[config.mk]
export PLATFORM = sky130hd
export DESIGN_NAME = updown_counter_7seg
export DESIGN_NICKNAME = d
export VERILOG_FILES = /design/src/rtl/updown_counter_7seg.sv
export SDC_FILE = /design/constraint.sdc
export NUM_CORES = 1
export LEC_CHECK = 0
export BUFFER_PORTS_ARGS = -buffer_cell sky130_fd_sc_hd__buf_2
export CAP_MARGIN = 15
export CORE_MARGIN = 5
export CORE_UTILIZATION = 40
export CTS_BUF_LIST = sky130_fd_sc_hd__clkbuf_8
export CTS_CLUSTER_DIAMETER = 100
export DETAILED_ROUTE_END_ITERATION = 8
export GPL_TIMING_DRIVEN = 0
export SLEW_MARGIN = 0
export SYNTH_ARGS = -nofsm -noshare
export SYNTH_HDL_FRONTEND = slang
export SYNTH_SLANG_ARGS = --single-unit
[constraint.sdc]
create_clock -name clk -period 3.6 [get_ports clk]
set_clock_uncertainty 0.15 [all_clocks]
set_input_delay 0.18 -clock clk [delete_from_list [all_inputs] [get_ports clk]]
set_output_delay 0.18 -clock clk [all_outputs]
set_load 0.02 [all_outputs]
[src/rtl/updown_counter_7seg.sv]
// Debounced up/down counter with parallel load, driven by raw active-low push-buttons,
// and a BCD seven-segment readout (active-low, gfedcba per digit).
module updown_counter_7seg #(
    parameter int           N         = 6,
    parameter int           DIGITS    = 2,
    parameter int           DEBOUNCE  = 4,
    parameter bit           SATURATE  = 1'b0,
    parameter logic [N-1:0] RESET_VAL = {N{1'b1}}
) (
    input  logic                clk,
    input  logic                rst,
    input  logic                btn_increment,
    input  logic                btn_decrement,
    input  logic                btn_load,
    input  logic [N-1:0]        load_value,
    output logic [N-1:0]        count,
    output logic                zero,
    output logic                limit,
    output logic [7*DIGITS-1:0] seg
);

    localparam int NB       = 3;
    localparam int BTN_INC  = 0;
    localparam int BTN_DEC  = 1;
    localparam int BTN_LOAD = 2;

    localparam int             CW        = (DEBOUNCE > 1) ? $clog2(DEBOUNCE) : 1;
    localparam logic [CW-1:0]  STAB_LAST = CW'(DEBOUNCE - 1);
    localparam logic [N-1:0]   MAX_VAL   = '1;

    logic [NB-1:0] raw;
    logic [NB-1:0] sync1;
    logic [NB-1:0] sync2;
    logic [NB-1:0] db;
    logic [NB-1:0] db_d1;
    logic [NB-1:0] press;
    logic [CW-1:0] stab [NB];
    logic          inc;
    logic          dec;
    logic [31:0]   rest;

    assign raw = {btn_load, btn_decrement, btn_increment};

    // All button flops reset to the released (high) level, so a button held
    // through reset is seen afterwards as a fresh press.
    always_ff @(posedge clk) begin
        if (rst) begin
            sync1 <= '1;
            sync2 <= '1;
            db    <= '1;
            db_d1 <= '1;
            // NOTE: the small stability-counter array is reset explicitly; it is
            // control state, not storage, so it must start from a known value.
            for (int i = 0; i < NB; i++) begin
                stab[i] <= '0;
            end
        end else begin
            // NOTE: non-blocking assignments make every flop sample the pre-edge
            // value, which is what turns sync1 -> sync2 into a real two-stage chain.
            sync1 <= raw;
            sync2 <= sync1;
            db_d1 <= db;
            for (int i = 0; i < NB; i++) begin
                if (sync2[i] == db[i]) begin
                    stab[i] <= '0;
                end else if (stab[i] == STAB_LAST) begin
                    db[i]   <= sync2[i];
                    stab[i] <= '0;
                end else begin
                    stab[i] <= stab[i] + 1'b1;
                end
            end
        end
    end

    // Falling edge of the debounced level; releases produce nothing.
    assign press = db_d1 & ~db;
    assign inc   = press[BTN_INC] & ~press[BTN_DEC];
    assign dec   = press[BTN_DEC] & ~press[BTN_INC];

    always_ff @(posedge clk) begin
        if (rst) begin
            count <= RESET_VAL;
            limit <= 1'b0;
        end else begin
            limit <= 1'b0;
            if (press[BTN_LOAD]) begin
                count <= load_value;
            end else if (inc) begin
                if (count == MAX_VAL) begin
                    limit <= 1'b1;
                    count <= SATURATE ? MAX_VAL : '0;
                end else begin
                    count <= count + 1'b1;
                end
            end else if (dec) begin
                if (count == '0) begin
                    limit <= 1'b1;
                    count <= SATURATE ? '0 : MAX_VAL;
                end else begin
                    count <= count - 1'b1;
                end
            end
        end
    end

    assign zero = (count == '0);

    function automatic logic [6:0] seg_pattern(input logic [3:0] d);
        case (d)
            4'd0:    seg_pattern = 7'b1000000;
            4'd1:    seg_pattern = 7'b1111001;
            4'd2:    seg_pattern = 7'b0100100;
            4'd3:    seg_pattern = 7'b0110000;
            4'd4:    seg_pattern = 7'b0011001;
            4'd5:    seg_pattern = 7'b0010010;
            4'd6:    seg_pattern = 7'b0000010;
            4'd7:    seg_pattern = 7'b1111000;
            4'd8:    seg_pattern = 7'b0000000;
            4'd9:    seg_pattern = 7'b0010000;
            default: seg_pattern = 7'b1111111;
        endcase
    endfunction

    // Peel off decimal digits least-significant first; no leading-zero blanking.
    always_comb begin
        // NOTE: defaults first so every path assigns every output and no latch is inferred.
        seg  = '1;
        rest = 32'(count);
        for (int k = 0; k < DIGITS; k++) begin
            seg[7*k +: 7] = seg_pattern(4'(rest % 32'd10));
            rest          = rest / 32'd10;
        end
    end

endmodule
==> results.md <==
* Actual slew at the worst max-slew pin at 0.783 ns
* Antenna violations before repair at 0
* Layout area overhead at 26.8%
* Yosys warns at 0
* Sum Neg Setup Slack at 0 ns
* Worst path cell trace: buf_6 -> nor2_4 -> clkinv_4 -> ha_1 -> nand2b_4 -> o21ai_4 -> buf_4 -> a31oi_1 -> o221ai_2 -> xnor2_2 -> inv_2 -> ha_1 -> o211ai_1 -> o21ai_0 -> a21oi_1 -> buf_4
* Core Util, Final at 0.523
* # DRC at 0
* Clock Latency Late Sink at 0.27 ns
* Final Hold Fails at 0
* Post-route minimum period at 3.43 ns
* RSZ-0062 raised after global routing: false
* Critical path class: flop to primary output
* Fmax at 0.292 GHz
* Main combinational cell family by area after synthesis: simple AND/OR/NAND/NOR gates
* Core ar. at 0.00475 mm²
* Post-synthesis compound-gate area fraction at 0.236
* Num rows at 25
* Lkg Pwr at 1.10 nW
* CP max stage delay at approximately 0.32 ns
* Layout cells sized above 1 at 0.315
* Initial DRC Count at 80
* WP data required at 3.27 ns
* Routability cong. at 0.833
* Final #Nets at 310
* Clock Sinks at 25
* Ports at 33
* CTS tree: done
* TritonCTS buffer count at 3
* Number of global-route vias before repair at 1661
* Area share of and/or/nand/nor cells after synthesis at 0.246
* CP Max Fanout at 10
* Mapped cell area at 0.00196 mm²
* PwrDens at 414 mW/mm²
* Total chip power at 1.03 mW
* Routed WL at 4290 µm
* Non-filler instance count after layout at 346
* Hold crit path type: input pin to flop
* Sequential area share after synthesis at 0.286
* # diodes at 0
* Synth area leader: dfxtp_1
* Max IR drop VDD at a little over 0.0003 V
* First-pass GRT wire length at 7350 µm
* Ys flop type: dfxtp_1
* Run status: finished, final reports clean
* Final worst setup slack at 0.172 ns
* Placed cells at 330
* Total number of vias at 1764
* H-tree levels at 1
* Total congestion overflow at 0
* CP Launch Type: flop
* ANT nets after route at 0
* Flops & latches, synth at 25
* Wire per inst at 12.4 µm
* Dpl ws at -0.0646 ns
* Crit end category: primary output
* Dpl hpwl at 3160 µm
* Synth top area cells: dfxtp_1, ha_1, edfxtp_1
* Adder-Cell Fraction of Synth Area at 0.121
* Distinct cells, synth at 62
* CTS clk-pin slew, worst paths at 0.09 ns
* # Max-Cap Violations at 0
* Mux share of post-synthesis cell area at 0.0281
* Syn avg cell area at between 8 and 9 µm²
* Relative slew slack at 0.478
* Initial Utilization at 0.413
* Critical-path top delay cell: dfxtp_1
* I/O Buffers at 32
* TritonRoute pass-1 iters at 4
* Final slew viol count at 0
* XOR/XNOR share of the synthesized area at 0.0306
* Avg Vias per Cell at 5.10
* Syn Inst Count at approximately 230
* Area of the die at 0.00641 mm²
* GRT Util Overall at 0.141
* EDFF count, synth at 6
* CTS root buf: clkbuf_8
* Post-route clock period utilization at 0.952
* Cell with the most instances after synthesis: nor2_1
* Post-synth ARST share at 0
* Commonest cells post-synth: nor2_1, dfxtp_1, ha_1
* Chip height at 80.0 µm
* Yosys top cell area share at 0.194
* Critical Path AT at 3.10 ns
* Die W at about 80 µm
* Largest net degree at the start of global routing at 16
* WP buf/inv at 5
* CTS Buffer Depth at 2
* Setup Viol. Count Final at 0
* CP delay by family, top: compound AO/OA/AOI/OAI gates
layer usage:
layer	vias up	GRT usage	wire length (µm)
li1	914	-	-
met1	816	0.178	2040
met2	29	0.249	2040
met3	5	0.0214	160
met4	0	0.0355	45
met5	-	0	0
cells in the final DEF, fill, tap and decap left out, types with 3 or more instances in the layout:
cell,count
buf_2,29
nor2_1,20
dfxtp_1,19
ha_1,18
nand2_1,14
a21oi_1,14
buf_4,13
or2_2,11
inv_1,8
o21ai_0,8
nor2b_1,6
o22ai_1,6
edfxtp_1,6
conb_1,6
nand3_1,5
clkbuf_1,4
mux2i_1,4
or3_1,4
xnor2_1,4
o21a_1,3
o21ai_1,3
a21o_1,3
nand2b_1,3
a211o_1,3
clkbuf_8,3
dlygate4sd3_1,3
sequential cells by signal, summed over array words and instances (netlist names):
signal / cells
limit: 1
sync2: 3
db_d1: 3
db: 3
count: 6
stab: 6
sync1: 3
cell families (layout without fill, tap and decap cells):
logic type                 after synthesis  count (layout)
other                                    1               6
muxes                                    5               5
xor gates and xnor gates                 6               6
and+or+nand+nor                         86              86
adders and majority gates               19              19
DFF                                     25              25
AOI/OAI and AO/OA                       65              66
buffers and inverters                   19              66
worst reg2reg max path, delay by kind of cell, from the launching register on:
family,cells,cell delay [ns]
AOI/OAI and AO/OA,3,0.56
adders and majority gates,1,0.19
buffers and inverters,1,0.25
DFF,1,0.42
and+or+nand+nor,3,0.65
final timing paths:
path | start | endpoint | slack, ns | cells after the start
max | count[4] | seg[5] | 0.17 | 16
min | load_value[1] | count[1] | 0.03 | 3
max reg2reg | count[1] | count[2] | 1.32 | 8
min reg2reg | sync1[0] | sync2[0] | 0.27 | 1
metrics by stage:
stage	hold WS [ns]	instance area, µm²
2_1_floorplan	0.134	1980
3_3_place_gp	0.212	2220
3_5_place_dp	0.219	2220
4_1_cts	0.0285	2410
5_1_grt	0.0401	2490
6_report	0.0325	2490
where the power goes:
part,internal [mW],leakage [nW],switching [mW],total [mW]
clock,0.0786,0.0217,0.0905,0.169
sequential,0.302,0.218,0.0155,0.317
combinational,0.234,0.863,0.311,0.545
total,0.614,1.10,0.417,1.03
cell type report:
class | count | area, µm²
Fill cell | 478 | 2270
Sequential cell | 25 | 561
Multi-Input combinational cell | 188 | 1440
Tap cell | 67 | 83.8
Inverter | 11 | 46.3
Clock buffer | 3 | 41.3
Clock inverter | 1 | 7.51
Timing Repair Buffer | 43 | 258
Buffer | 8 | 52.6
timing repair:
| item | in CTS | in global routing |
|---|---|---|
| gates cloned | 1 | 0 |
| buffers inserted | 5 | 3 |
| gates resized for setup | 10 | 9 |
| setup endpoints to repair | 7 | 7 |
| hold endpoints to repair | 3 | 0 |
| hold buffers | 3 | 0 |
| pin swaps | 7 | 7 |
(Power assumes the default switching activity.)
